### src/rtl/gpio_pkg.sv
// Shared defaults and edge-select bit positions for the GPIO bank controller.
package gpio_pkg;
    localparam int SYNC_STAGES_DEF = 2;
    localparam int FILT_WIDTH_DEF  = 4;

    // Bit positions within a pin's two-bit edge-enable vector.
    localparam int EDGE_RISE_BIT = 0;
    localparam int EDGE_FALL_BIT = 1;
    localparam int EDGE_SEL_W    = 2;
endpackage

### src/rtl/gpio_pin_filter.sv
// One GPIO pin: input synchroniser, debounce counter, edge detect and sticky pending bit.
module gpio_pin_filter
    import gpio_pkg::*;
#(
    parameter int SYNC_STAGES = SYNC_STAGES_DEF,
    parameter int FILT_WIDTH  = FILT_WIDTH_DEF
) (
    input  logic                  i_clk,
    input  logic                  i_rst,
    input  logic                  i_pad,
    input  logic                  i_filt_en,
    input  logic [FILT_WIDTH-1:0] i_filt_len,
    input  logic [EDGE_SEL_W-1:0] i_edge_en,
    input  logic                  i_ie,
    input  logic                  i_clear,
    output logic                  o_value,
    output logic                  o_pending
);
    logic [SYNC_STAGES-1:0] r_sync;
    logic [FILT_WIDTH-1:0]  r_cnt;
    logic                   r_value;
    logic                   r_prev;
    logic                   r_pending;
    logic [FILT_WIDTH-1:0]  w_last;
    logic                   w_s;
    logic                   w_rise;
    logic                   w_fall;
    logic                   w_set;

    assign w_s = r_sync[SYNC_STAGES-1];

    // Terminal count is Leff-1; a zero length or disabled filter behaves as Leff=1.
    assign w_last = (i_filt_en && (i_filt_len != '0)) ? (i_filt_len - FILT_WIDTH'(1)) : '0;

    always_ff @(posedge i_clk) begin
        if (i_rst) begin
            r_sync <= '0;
        end else begin
            r_sync <= {r_sync[SYNC_STAGES-2:0], i_pad};
        end
    end

    // Using >= lets a shortened length take effect on the very next differing cycle.
    always_ff @(posedge i_clk) begin
        if (i_rst) begin
            r_cnt   <= '0;
            r_value <= 1'b0;
        end else if (w_s == r_value) begin
            r_cnt <= '0;
        end else if (r_cnt >= w_last) begin
            r_value <= w_s;
            r_cnt   <= '0;
        end else begin
            r_cnt <= r_cnt + FILT_WIDTH'(1);
        end
    end

    assign w_rise = r_value & ~r_prev;
    assign w_fall = ~r_value & r_prev;
    assign w_set  = i_ie & ((w_rise & i_edge_en[EDGE_RISE_BIT]) |
                            (w_fall & i_edge_en[EDGE_FALL_BIT]));

    always_ff @(posedge i_clk) begin
        if (i_rst) begin
            r_prev    <= 1'b0;
            r_pending <= 1'b0;
        end else begin
            r_prev    <= r_value;
            r_pending <= w_set | (r_pending & ~i_clear);
        end
    end

    assign o_value   = r_value;
    assign o_pending = r_pending;
endmodule

### src/rtl/gpio_bank_ctrl.sv
// GPIO bank: registered pad-cell controls, per-pin input filters and the bank interrupt.
module gpio_bank_ctrl
    import gpio_pkg::*;
#(
    parameter int NUM_PINS    = 8,
    parameter int SYNC_STAGES = SYNC_STAGES_DEF,
    parameter int FILT_WIDTH  = FILT_WIDTH_DEF
) (
    input  logic                  clock,
    input  logic                  reset,
    input  logic [NUM_PINS-1:0]   cfg_out,
    input  logic [NUM_PINS-1:0]   cfg_oe,
    input  logic [NUM_PINS-1:0]   cfg_ie,
    input  logic [NUM_PINS-1:0]   cfg_filt_en,
    input  logic [FILT_WIDTH-1:0] cfg_filt_len,
    input  logic [NUM_PINS-1:0]   cfg_irq_rise,
    input  logic [NUM_PINS-1:0]   cfg_irq_fall,
    input  logic [NUM_PINS-1:0]   irq_clear,
    input  logic [NUM_PINS-1:0]   pad_in,
    output logic [NUM_PINS-1:0]   cell_o,
    output logic [NUM_PINS-1:0]   cell_oe,
    output logic [NUM_PINS-1:0]   cell_ie,
    output logic [NUM_PINS-1:0]   pin_value,
    output logic [NUM_PINS-1:0]   irq_pending,
    output logic                  irq
);
    logic [NUM_PINS-1:0] r_cell_o;
    logic [NUM_PINS-1:0] r_cell_oe;
    logic [NUM_PINS-1:0] r_cell_ie;
    logic [NUM_PINS-1:0] w_value;
    logic [NUM_PINS-1:0] w_pending;

    // o and oe are passed through independently; the pad cell resolves them.
    always_ff @(posedge clock) begin
        if (reset) begin
            r_cell_o  <= '0;
            r_cell_oe <= '0;
            r_cell_ie <= '0;
        end else begin
            r_cell_o  <= cfg_out;
            r_cell_oe <= cfg_oe;
            r_cell_ie <= cfg_ie;
        end
    end

    for (genvar g = 0; g < NUM_PINS; g++) begin : g_pin
        logic [EDGE_SEL_W-1:0] w_edge_en;

        always_comb begin
            w_edge_en                = '0;
            w_edge_en[EDGE_RISE_BIT] = cfg_irq_rise[g];
            w_edge_en[EDGE_FALL_BIT] = cfg_irq_fall[g];
        end

        gpio_pin_filter #(
            .SYNC_STAGES (SYNC_STAGES),
            .FILT_WIDTH  (FILT_WIDTH)
        ) u_pin (
            .i_clk      (clock),
            .i_rst      (reset),
            .i_pad      (pad_in[g]),
            .i_filt_en  (cfg_filt_en[g]),
            .i_filt_len (cfg_filt_len),
            .i_edge_en  (w_edge_en),
            .i_ie       (r_cell_ie[g]),
            .i_clear    (irq_clear[g]),
            .o_value    (w_value[g]),
            .o_pending  (w_pending[g])
        );
    end

    assign cell_o      = r_cell_o;
    assign cell_oe     = r_cell_oe;
    assign cell_ie     = r_cell_ie;
    assign pin_value   = w_value;
    assign irq_pending = w_pending;
    assign irq         = |w_pending;
endmodule

### config.mk
export PLATFORM = sky130hd
export DESIGN_NAME = gpio_bank_ctrl
export DESIGN_NICKNAME = d
export VERILOG_FILES = /design/src/rtl/gpio_pkg.sv /design/src/rtl/gpio_pin_filter.sv /design/src/rtl/gpio_bank_ctrl.sv
export SDC_FILE = /design/constraint.sdc
export NUM_CORES = 1
export LEC_CHECK = 0
export BUFFER_PORTS_ARGS = -buffer_cell sky130_fd_sc_hd__buf_2
export CORE_ASPECT_RATIO = 2
export CORE_MARGIN = 2
export CORE_UTILIZATION = 55
export DETAILED_ROUTE_END_ITERATION = 10
export PLACE_DENSITY = 0.88
export RECOVER_POWER = 100
export SKIP_CTS_REPAIR_TIMING = 1
export SYNTH_ARGS = -nofsm -noshare
export SYNTH_HDL_FRONTEND = slang
export SYNTH_SLANG_ARGS = --single-unit
### constraint.sdc
create_clock -name clock -period 4.7 [get_ports clock]
set_clock_uncertainty 0.05 [all_clocks]
set_input_delay 0.235 -clock clock [delete_from_list [all_inputs] [get_ports clock]]
set_output_delay 0.235 -clock clock [all_outputs]
set_load 0.01 [all_outputs]
==> qor.log <==
qor: routing.remaining_drc_errors 0
qor: timing.finalWorstPathRequiredPeriod 3.04 ns
qor: logic_synthesis.yosys.area.top_type_share 0.427
qor: timing.tightest_slew 3.09 ns
qor: logic_synthesis.main_combinational_cell_family_by_area_after_synthesis simple AND/OR/NAND/NOR gates
qor: global_route.global_route_wire_length_before_repair 14.9 mm
qor: timing.timing.final.crit_share 0.647
qor: logic_synthesis.synth_top_cells_by_area dfxtp_1 43%, ha_1 11%, nor2b_1 7.8%
qor: status.run_status finished, violations left
qor: timing.fin_tns_setup 0 ns
qor: timing.final.setup.worst_slack 1.66 ns
qor: clock_tree.clkLatencyLatePin 0.34 ns
qor: setup_path.regToRegStartpoint g_pin[6].u_pin.r_cnt[0]$_SDFF_PP0_
qor: hold_path.min_path_cells 2
qor: setup_path.crit_path_max_fanout 72
qor: logic_synthesis.netlist_instances 462
qor: setup_path.timing.critical_path.from reset
qor: floorplan.rows 46
qor: logic_synthesis.cell_type_with_the_highest_aggregate_area_in_the_netlist dfxtp_1
qor: floorplan.die_width 68.0 µm
qor: floorplan.design.die.area 8970 µm²
qor: logic_synthesis.postSynthRegisterBits 96
qor: layout.layout-area-overhead-vs-synth 15.3%
qor: logic_synthesis.yosys-mux-area-fraction 0.00222
qor: routing.routed_wl_per_cell 14.0 µm
qor: logic_synthesis.synth-seq-area-share 0.427
qor: logic_synthesis.synth-warning-count 0
qor: hold_path.hold_path.class in2reg
qor: setup_path.worstSetupEndpoint g_pin[6].u_pin.o_value$_SDFFE_PP0P_
qor: logic_synthesis.post_syn_area 4500 µm²
qor: setup_path.timing_worst_setup_path_type in2reg
qor: routing.wl 9.14 mm
qor: placement.post-dp-hpwl 7.04 mm
qor: layout.diodes 0
qor: logic_synthesis.synth_simple_gate_area_frac 0.219
qor: clock_tree.cts_tree done
qor: timing.timing.final.max_slew_violations 73
qor: setup_path.worst_flop_to_flop_path_endpoint g_pin[6].u_pin.r_cnt[3]$_SDFF_PP0_
qor: power_and_ir_drop.leakagePower 0.00217 µW
qor: global_route.antenna_found_initial 0
qor: setup_path.critPathLaunchType input pin
qor: setup_path.reg2reg_setup_slack 2.89 ns
qor: timing.highest_achievable_clock_rate 329 MHz
qor: logic_synthesis.ys_async_sr_fraction 0
qor: routing.detail_route.iter0.violations 131
qor: clock_tree.clock-root-buffer clkbuf_16
qor: logic_synthesis.synthXorXnorAreaFrac 0.0467
qor: setup_path.cp_data_required_time 4.74 ns
qor: timing.setup_violations 0
qor: global_route.global_route.overflow_total 0
qor: run.max_cap_viol_count 1
qor: clock_tree.cts_inserted_buffers 9
qor: timing.max-slew-margin-rel -1.06
qor: logic_synthesis.synth-adder-area-share 0.114
qor: layout.post_route_cells_drive_above_1_share 0.181
qor: logic_synthesis.syn_area_cell 9.75 µm²
qor: floorplan.area_of_the_placeable_core 7940 µm²
qor: global_route.vias_in_the_first_global_route 3441
qor: logic_synthesis.synth_nets 573
qor: status.failed_checks max-capacitance violations, max-slew violations
qor: logic_synthesis.yosys.cell_types.count 27
qor: power_and_ir_drop.irDropWorstVdd 0.250 mV
qor: clock_tree.cts_sinks 96
qor: logic_synthesis.synth-edff-count 0
qor: setup_path.critPathArrivalTime 3.08 ns
qor: placement.port_buf_inserts 110
qor: clock_tree.cts.path.max_buffers 2
qor: routing.route.vias.total 3352
qor: logic_synthesis.synth-main-ff-cell dfxtp_1
qor: clock_tree.worst_setup_hold_path_clk_slew 0.07 ns
qor: setup_path.crit_path_end_kind flip-flop
qor: layout.final_nets 663
qor: placement.place_congestion 0.815
qor: routing.antenna_violating_nets_post_route 0
qor: timing.rsz0062_at_grt false
qor: routing.per_cell_via_count_in_the_routed_design 5.13
qor: floorplan.die_y 132 µm
qor: timing.finalHoldWorstSlack 0.0498 ns
qor: global_route.track_usage 0.217
qor: floorplan.effective_utilization_at_floorplan 0.567
qor: power_and_ir_drop.power_density 341 nW/µm²
qor: clock_tree.clock_tree.htree_level_count 3
qor: floorplan.num_io_pins 111
qor: logic_synthesis.synth_compound_area_frac 0.122
qor: setup_path.timing.reg2reg.worst_path_depth 6
qor: global_route.grt_max_degree 73
qor: routing.drt_pass1_iterations 4
qor: timing.final-hold-violation-count 0
qor: placement.pre_cts_slack 2.08 ns
[flip-flops by register name (all words and copies together) (netlist names)]
name / cells
g_pin.u_pin.r_cnt: 32
g_pin.u_pin.r_sync: 16
cell_ie: 8
cell_o: 8
cell_oe: 8
g_pin.u_pin.o_pending: 8
g_pin.u_pin.o_value: 8
g_pin.u_pin.r_prev: 8
[final cells by class]
class | count | area (µm²)
sequential | 96 | 1920
tap | 96 | 120
inverter | 26 | 97.6
clock inverter | 4 | 52.6
timing repair buffer | 111 | 503
clock buffer | 12 | 256
fill | 660 | 2750
multi-input combinational | 308 | 2240
[worst max-delay path: stages]
cell and delay, ns:
buf_2 0.07, clkbuf_1 2.18, nor2b_1 0.22, o21ai_0 0.24
o41ai_1 0.12
[Yosys cell counts, drive strengths merged (16+ instances only)]
cell / count
dfxtp: 96
nor2: 58
nor2b: 56
ha: 41
nand2: 34
buf: 28
inv: 26
o21ai: 24
xnor2: 16
[worst min path at each step]
stage	to	slack [ns]	startpoint
after floorplan	cell_ie[0]$_SDFF_PP0_	0.31	cfg_ie[0]
after global placement	g_pin[7].u_pin.r_sync[1]$_SDFF_PP0_	0.37	g_pin[7].u_pin.r_sync[0]$_SDFF_PP0_
after detailed placement	g_pin[3].u_pin.r_sync[1]$_SDFF_PP0_	0.37	g_pin[3].u_pin.r_sync[0]$_SDFF_PP0_
after CTS	g_pin[7].u_pin.r_sync[0]$_SDFF_PP0_	0.04	pad_in[7]
after global routing	cell_ie[3]$_SDFF_PP0_	0.04	cfg_ie[3]
final	cell_ie[3]$_SDFF_PP0_	0.05	cfg_ie[3]
[cells in the final DEF (no fill, tap or decap)]
master and n:
mux2i_1 1, o41ai_1 8, nand2b_4 8, nor3b_1 1, a21oi_1 8, clkinv_4 2
o21a_1 8, a21o_2 1, nand3b_1 8, ha_1 41, nor2_1 58, xor2_1 8
clkbuf_8 2, and2_1 8, clkbuf_16 9, xnor2_1 16, clkbuf_1 43, dfxtp_1 96
bufinv_16 1, clkinv_2 1, nand3_1 8, or3_1 1, nor2b_1 56, inv_1 26
nor3_1 1, nand2_1 34, nor4_1 2, a2111oi_4 8, buf_2 69, o21ai_0 24
[power breakdown]
| group | switching [µW] | leakage, µW | internal (µW) |
|---|---|---|---|
| combinational | 89.0 | 0.00123 | 88.9 |
| sequential | 13.2 | 0.000784 | 838 |
| clock | 299 | 0.000153 | 442 |
[metrics by stage]
| step | total power, µW | util | instances | instance area, µm² |
|---|---|---|---|---|
| global placement | 1050 | 0.625 | 637 | 4970 |
| global route | 1830 | 0.654 | 653 | 5190 |
| floorplan | 995 | - | 462 | 4500 |
| CTS | 1800 | 0.664 | 653 | 5280 |
| detailed placement | 1060 | 0.625 | 637 | 4970 |
| finish | 1770 | 0.654 | 653 | 5190 |
[kinds of logic after synthesis]
family                   count (synthesis)
AO/OA/AOI/OAI                           57
XOR/XNOR                                24
adder cells (fa/ha/maj)                 41
buffers and inverters                   58
flip-flops                              96
multiplexers                             1
AND/OR/NAND/NOR                        185
[metal layers]
layer / up-vias / global-route usage / part of all wire
li1: 1678 / - / -
met1: 1583 / 0.223 / 0.37
met2: 77 / 0.392 / 0.57
met3: 14 / 0.0538 / 0.038
met4: 0 / 0.0967 / 0.020
met5: - / 0 / 0
Power figures use the tool's default switching activity.
